### src/rtl/seq_datapath.sv
// seq_datapath: multi-cycle register-file datapath (MOVI/MOV/ALU/CMP) driven by a 5-state FSM.
// Optional build macro: SEQ_DATAPATH_REGFILE_RESET_EN -- when defined, reset also clears the register file.
module seq_datapath #(
    parameter int unsigned W  = 16,
    parameter int unsigned AW = 3
) (
    input  logic          clk,
    input  logic          reset,
    input  logic          start,
    input  logic [1:0]    mode,
    input  logic [AW-1:0] rd,
    input  logic [AW-1:0] rn,
    input  logic [AW-1:0] rm,
    input  logic [1:0]    shift,
    input  logic [1:0]    aluop,
    input  logic [W-1:0]  imm,
    output logic          busy,
    output logic          done,
    output logic [W-1:0]  datapath_out,
    output logic [2:0]    status,
    input  logic [AW-1:0] dbg_addr,
    output logic [W-1:0]  dbg_data
);

    localparam int unsigned NREGS = 2 ** AW;

    localparam logic [1:0] MODE_MOVI = 2'b00;
    localparam logic [1:0] MODE_MOV  = 2'b01;
    localparam logic [1:0] MODE_CMP  = 2'b11;

    localparam logic [1:0] SH_LSL1 = 2'b01;
    localparam logic [1:0] SH_LSR1 = 2'b10;
    localparam logic [1:0] SH_ASR1 = 2'b11;

    localparam logic [1:0] OP_ADD = 2'b00;
    localparam logic [1:0] OP_SUB = 2'b01;
    localparam logic [1:0] OP_AND = 2'b10;
    localparam logic [1:0] OP_MVN = 2'b11;

    typedef enum logic [2:0] {IDLE, RDA, RDB, EXEC, WB} state_t;

    state_t state_q, state_d;

    logic [1:0]    cmd_mode;
    logic [AW-1:0] cmd_rd, cmd_rn, cmd_rm;
    logic [1:0]    cmd_shift, cmd_aluop;

    logic [W-1:0]  reg_a, reg_b, reg_c;
    logic [W-1:0]  regs [NREGS];

    logic          accept_c;
    logic          wr_c;
    logic [W-1:0]  b_sh_c;
    logic [W-1:0]  result_c;
    logic          v_c;

    assign accept_c     = (state_q == IDLE) && start;
    assign wr_c         = (state_q == WB) && (cmd_mode != MODE_CMP);
    assign datapath_out = reg_c;
    assign dbg_data     = regs[dbg_addr];

    // State register
    always_ff @(posedge clk) begin
        if (reset) state_q <= IDLE;
        else       state_q <= state_d;
    end

    // Next-state logic; MOVI skips the operand reads and goes straight to write-back
    always_comb begin
        state_d = state_q;
        case (state_q)
            IDLE: if (start) state_d = (mode == MODE_MOVI) ? WB : RDA;
            RDA:  state_d = RDB;
            RDB:  state_d = EXEC;
            EXEC: state_d = WB;
            WB:   state_d = IDLE;
            default: state_d = IDLE;
        endcase
    end

    // Command capture on the accepting edge so later input changes cannot disturb it
    always_ff @(posedge clk) begin
        if (reset) begin
            cmd_mode  <= '0;
            cmd_rd    <= '0;
            cmd_rn    <= '0;
            cmd_rm    <= '0;
            cmd_shift <= '0;
            cmd_aluop <= '0;
        end else if (accept_c) begin
            cmd_mode  <= mode;
            cmd_rd    <= rd;
            cmd_rn    <= rn;
            cmd_rm    <= rm;
            cmd_shift <= shift;
            cmd_aluop <= aluop;
        end
    end

    // Operand-B shifter, ALU and flag generation
    always_comb begin
        b_sh_c   = reg_b;
        result_c = '0;
        v_c      = 1'b0;
        case (cmd_shift)
            SH_LSL1: b_sh_c = {reg_b[W-2:0], 1'b0};
            SH_LSR1: b_sh_c = {1'b0, reg_b[W-1:1]};
            SH_ASR1: b_sh_c = {reg_b[W-1], reg_b[W-1:1]};
            default: b_sh_c = reg_b;
        endcase
        case (cmd_aluop)
            OP_ADD: begin
                result_c = reg_a + b_sh_c;
                v_c = (reg_a[W-1] == b_sh_c[W-1]) && (result_c[W-1] != reg_a[W-1]);
            end
            OP_SUB: begin
                result_c = reg_a - b_sh_c;
                v_c = (reg_a[W-1] != b_sh_c[W-1]) && (result_c[W-1] != reg_a[W-1]);
            end
            OP_AND:  result_c = reg_a & b_sh_c;
            OP_MVN:  result_c = ~b_sh_c;
            default: result_c = '0;
        endcase
        if (cmd_mode == MODE_MOV) begin
            result_c = b_sh_c;
            v_c      = 1'b0;
        end
    end

    // Operand, result and status registers; MOV/MOVI leave status alone
    always_ff @(posedge clk) begin
        if (reset) begin
            reg_a  <= '0;
            reg_b  <= '0;
            reg_c  <= '0;
            status <= '0;
        end else begin
            case (state_q)
                IDLE: if (accept_c && (mode == MODE_MOVI)) reg_c <= imm;
                RDA:  reg_a <= regs[cmd_rn];
                RDB:  reg_b <= regs[cmd_rm];
                EXEC: begin
                    reg_c <= result_c;
                    if (cmd_mode != MODE_MOV) status <= {v_c, result_c[W-1], (result_c == '0)};
                end
                default: ;
            endcase
        end
    end

    // Handshake outputs: busy mirrors the next state, done pulses on leaving WB
    always_ff @(posedge clk) begin
        if (reset) begin
            busy <= 1'b0;
            done <= 1'b0;
        end else begin
            busy <= (state_d != IDLE);
            done <= (state_q == WB);
        end
    end

    // Register file write-back (CMP never writes)
`ifdef SEQ_DATAPATH_REGFILE_RESET_EN
    always_ff @(posedge clk) begin
        if (reset) begin
            for (int i = 0; i < int'(NREGS); i++) regs[i] <= '0;
        end else if (wr_c) begin
            regs[cmd_rd] <= reg_c;
        end
    end
`else
    always_ff @(posedge clk) begin
        if (!reset && wr_c) regs[cmd_rd] <= reg_c;
    end
`endif

endmodule

### config.mk
export PLATFORM = sky130hd
export DESIGN_NAME = seq_datapath
export DESIGN_NICKNAME = d
export VERILOG_FILES = /design/src/rtl/seq_datapath.sv
export SDC_FILE = /design/constraint.sdc
export NUM_CORES = 1
export LEC_CHECK = 0
export CAP_MARGIN = 20
export CORE_AREA = 2 2 166 168
export CTS_BUF_LIST = sky130_fd_sc_hd__clkbuf_8
export DETAILED_ROUTE_END_ITERATION = 7
export DIE_AREA = 0 0 168 170
export GPL_TIMING_DRIVEN = 0
export PLACE_DENSITY = 0.64
export SLEW_MARGIN = 20
export SYNTH_ARGS = -nofsm -noshare
export SYNTH_HDL_FRONTEND = slang
export SYNTH_SLANG_ARGS = --single-unit
### constraint.sdc
create_clock -name clk -period 3.85 [get_ports clk]
set_input_delay 0.385 -clock clk [delete_from_list [all_inputs] [get_ports clk]]
set_output_delay 0.385 -clock clk [all_outputs]
set_load 0.05 [all_outputs]
* Yosys cells after proc, flatten, opt, wreduce, memory -nomap -nowiden *
Memories as Yosys holds them, arrays and structs flattened. A register that Yosys moved wholly into a read port is not among the register bits.
Cells that the tools add are included.

operators by class
  $add $sub $neg = 2
  equal/unequal tests = 18
  multiplexer cells = 12
  bitwise gates (word level) = 2
  reduce and logical (&&, ||, !) cells = 15

operator list
  operator              number
  $pmux W16 S4          1
  $pmux W16 S3          1
  $mux W16              2
  $pmux W16 S2          1
  $add A16 B16 Y16      1
  $and A16 B16 Y16      1
  $logic_not A16 Y1     1
  $not A16 Y16          1
  $sub A16 B16 Y16      1
  $pmux W3 S4           1
  $eq A2 B2 Y1 const B  4
  $eq A2 B1 Y1 const B  3
  $eq A3 B2 Y1 const B  2
  $logic_and A1 B1 Y1   6
  $mux W3               2
  $logic_not A2 Y1      2
  $ne A2 B1 Y1 const B  2
  $reduce_and A2 Y1     2
  $eq A3 B1 Y1 const B  1
  $eq A3 B3 Y1 const B  1
  $logic_not A3 Y1      1
  $mux W1               3
  $ne A1 B1 Y1          3
  $reduce_bool A3 Y1    1
  5 further kinds       5

storage, ports and cells
  register bits after elaboration = 39
  RAM bits = 128
  input port bits = 37
  output and inout bits = 37
  word-level logic and storage cells = 61
  memories = 1

memories
  name  depth  width  read ports  clocked after Yosys merged registers in  wr ports  RTL line  text
  regs  8      16     3           2                                        1         49        logic [W-1:0] regs [NREGS];

* Longest topological paths before layout *
  depth in word-level cells = 7
  depth in mapped cells = 16
  gate-level depth less buffers = 15

* Least setup slack after synthesis *
Ideal clock, no wire load.

  kind = reg-to-reg
  start = register cmd_shift[1]
  end = register status[1]
  setup time = 132 ps
  arrival time = 3,307 ps
  data required time = 3,718 ps
  setup slack = 410 ps
  cell stages (with the launch flop) = 16
  path buffers = 3
  clock period less this slack = 3,440 ps
  cells stage by stage = dfxtp_1 > buf_2 > buf_1 > mux2i_1 > inv_1 > ha_1 > buf_6 > nor2_2 > a221o_1 > o211a_1 > a21oi_2 > o2111ai_1 > and3_1 > or2_1 > o2111ai_1 > a21oi_1

between the ends
  longest elaborated chain between the ends = 5
  elaborated cells on any way between the ends = 10
  those cells by class = add/sub: 2; eq/ne: 3; mux: 3; bitwise: 2

RTL lines
  what                                                 RTL line  text
  start: declaration                                   46        logic [1:0] cmd_shift, cmd_aluop;
  start signal: assignment                             95        cmd_shift <= shift;
  $eq A2 B2 Y1 / $eq A2 B1 Y1 (equally long branches)  105       case (cmd_shift)
  $pmux W16 S3 *                                       105
  $sub A16 B16 Y16, or another cell as far along       117       result_c = reg_a - b_sh_c;
  $pmux W16 S4                                         111       case (cmd_aluop)
  $mux W16 *                                           124       if (cmd_mode == MODE_MOV) begin
  end signal: assignment                               144       if (cmd_mode != MODE_MOV) status <= {v_c, result_c[W-1], (result_c == '0)};
  end: declaration                                     20        output logic [2:0] status,

Mark *: on every way between the ends. The rest lies on a longest branch, timed or not.
A chain may end at the register's enable or synchronous reset.

* Worst setup path after layout *
  start = register cmd_shift[0]
  end = register status[0]

between the ends
  longest elaborated chain between the ends = 6
  elaborated cells on any way between the ends = 11
  those cells by class = add/sub: 2; eq/ne: 3; mux: 3; bitwise: 2; reduce/logical: 1

RTL lines
  what                                                 RTL line
  $eq A2 B2 Y1 / $eq A2 B1 Y1 (equally long branches)  105
  $pmux W16 S3 *                                       105
  $sub A16 B16 Y16, or another cell as far along       117
  $pmux W16 S4                                         111
  $mux W16 *                                           124
  $logic_not A16 Y1 *                                  144

Marks and branches as above.

==> flow_summary.yaml <==
run_status:
  status: "complete, no violations"
timing:
  hold_viol: 0
  setup_viol: 0
  grt_setup_unrepaired: "yes"
  tightest_slew_ps: 1012
  relSlewSlack: 0.3254
  finalMaxSlewViolations: 0
  fin_crit_ps: 3715
  hold-worst-slack_ps: 319.7
  skew_ps: 14.73
  setup_tns_ps: 0
  fmax_mhz: 269.2
  post-route-period-util: 0.9650
routing:
  vias_per_cell: 6.286
  finalWirelength_microns: 35550
  wl_per_cell_microns: 24.71
  num_vias: 9045
  drc: 0
  ant_nets: 0
  drt-initial-drc-count: 987
  drt_pre_antenna_iters: 5
clock_network:
  postCtsHoldBufs: 0
  clockBufferDepth: 2
  cts-root-buf: "clkbuf_8"
  cts.sinks: 199
  cts_tree: "done"
  post_cts_buffers: 0
  clkTransAtPathRegs_ps: 110
  cts_buffers: 17
  htreeDepth: 4
  clk-insertion-delay-late_ps: 490
placed_design:
  placed_area_sq_mm: 0.01316
  dp.cells: 1407
  hpwl_microns: 26470
  portBuffers: 70
  gp_congestion: 0.8916
pwr:
  pwr-share-clk: 0.225
  intPower_w: 0.003622
  p_sw_frac: 0.3656
  p_comb_frac: 0.343
  power.density_mw_per_mm2: 416.2
  p_seq_frac: 0.432
  p_sw_w: 0.002088
  irDropWorstVdd_mv: 0.2609
  p_leak_nw: 4.507
min_path:
  hp-class: "in -> reg"
synth:
  synth.largest_area_cell: "edfxtp_1"
  synth_edf_count: 128
  synth_seq_area_share: 0.4432
  synth_area_leaders: "edfxtp_1 32%, mux4_2 19%, dfxtp_1 12%"
  yosys_register_bits: 199
  synth_cells: 986
  postSynthAreaPerCell_sq_um: 12.05
  synth_cell_types: 81
  synth_most_common_cell: "edfxtp_1"
  synth_area_sq_mm: 0.01188
  synthesis.nets: 1057
  synth.top_cell.area_share: 0.3236
  async_flop_share: 0
  synth_flop_cell: "edfxtp_1"
  ys.warnings.count: 0
  netlist_top_cells_count: "128 x edfxtp_1, 98 x mux4_2, 83 x nor2_1, 71 x dfxtp_1, 60 x nand2_1"
finish:
  multi_input_area_sq_mm: 0.006332
  finalInstanceArea_sq_mm: 0.01372
  drive_gt1_frac: 0.2077
  instances_no_fill: 1439
  diodes: 0
  syn2layout_area_growth_pct: 15.48
  fillCellCount: 2284
  nets: 1156
  seqCellArea_sq_mm: 0.005266
  fin_util: 0.5147
grt:
  grt_antenna_before_repair: 0
  busiest_layer: "met2"
  grt_pass1_vias: 8914
  grt.overflow.total: 0
  grt_pass1_wl_microns: 52700
  met3_usage: 0.05907
  grt_use_met2: 0.4326
  grt_util_all_layers: 0.2490
  use_met1: 0.3061
  grt_max_degree: 20
critical_path:
  path_max_fanout: 10
  cp.arrival_ps: 4140
  required_ps: 4280
  critPathKind: "reg -> reg"
  setup.worst_path.end_class: "flip-flop"
  cp-start-kind: "flip-flop"
floorplanning:
  dieArea_sq_mm: 0.02856
  core_area_sq_mm: 0.02665
  die_h_microns: 170
  rows: 60
  die_w_microns: 168
  initial_core_util: 0.4457
  num_io_pins: 74
job:
  cap_viol_max_count: 0
-- state kept, by name, summed over array words and instances, names as in the netlist, 2 cells and up --
| register | count |
|---|---|
| regs | 128 |
| datapath_out | 16 |
| reg_a | 16 |
| reg_b | 16 |
| cmd_rd | 3 |
| cmd_rm | 3 |
| cmd_rn | 3 |
| state_q | 3 |
| status | 3 |
| cmd_aluop | 2 |
| cmd_mode | 2 |
| cmd_shift | 2 |
-- repair_timing --
| action | in CTS | in global routing |
|---|---|---|
| pin swaps | 0 | 4 |
| setup endpoints to repair | 8 | 9 |
| gates resized for setup | 12 | 31 |
-- layer usage --
metal / up-vias / routed length (microns)
li1: 4066 / -
met1: 4489 / 14150
met3: 74 / 2755
met5: - / 0
met4: 0 / 926
met2: 416 / 17720
-- power groups by stage --
stage          clock, W  combinational, W  sequential [W]
6_report        0.00128           0.00196         0.00247
5_1_grt         0.00138           0.00209         0.00248
2_1_floorplan         0           0.00129         0.00251
4_1_cts         0.00129           0.00185         0.00246
3_3_place_gp          0           0.00182         0.00251
3_5_place_dp          0           0.00183         0.00251
-- critical path: stages, from the launching register on --
cell and delay [ps]:
dfxtp_1 320, buf_4 180, mux2_2 390, mux2i_4 210
inv_1 70, ha_1 320, buf_8 150, nor2b_1 140
a211oi_1 240, a31oi_1 100, or4_2 580, a21oi_1 240
o211ai_1 160, nor4_2 240, nand4b_1 160, o21ai_2 150
-- path summary, 6_finish.rpt --
check	slack, ps	depth (start not counted)	endpoint	start
hold / removal	320	2	state_q[0]	reset
setup / recovery	130	15	status[0]	cmd_shift[0]
setup reg to reg	130	15	status[0]	cmd_shift[0]
hold reg to reg	480	2	cmd_rd[0]	cmd_rd[0]
-- layout by cell type, fill, tap and decap left out, types with 8 or more instances in the layout --
master           synthesis  layout
clkbuf_8                 0      17
nand2_1                 60      60
nand3_1                 10      10
nor3_1                  14      11
edfxtp_1               128     128
dfxtp_1                 71      70
mux4_2                  98      98
a21oi_1                 57      52
a22oi_1                  9       9
nor2b_1                  9       8
nand2b_1                11      11
buf_6                    1       9
o21ai_0                 26      24
nor2_1                  83      77
clkbuf_1                55      53
mux2i_1                 54      50
clkdlybuf4s50_1          0      70
buf_1                   15       8
inv_1                   36      36
ha_1                    32      30
a211oi_1                42      41
mux2_2                  22      22
-- final cells by class --
class / instances / share of cell area
buffer: 78 / 0.02554
clock buffer: 17 / 0.01706
clock inverter: 15 / 0.01003
inverter: 36 / 0.009850
multi-input combinational: 672 / 0.4616
sequential: 199 / 0.3839
tap: 341 / 0.03110
timing repair buffer: 81 / 0.06093
-- stage by stage --
stage               total power, W  setup WS [ps]
finish                    0.005709          134.7
detailed placement        0.004336         -262.7
global placement          0.004321         -548.2
CTS                       0.005610          17.33
global route              0.005951         -56.60
floorplan                 0.003801          410.4
-- cell families after synthesis --
family | count (synthesis) | synth area share
mux | 174 | 0.2522
xor+xnor | 5 | 0.003686
fa+ha+maj | 34 | 0.03708
simple gates | 242 | 0.1006
buf+inv | 115 | 0.03887
flops | 199 | 0.4432
compound gates | 217 | 0.1244
(Power assumes the default switching activity.)
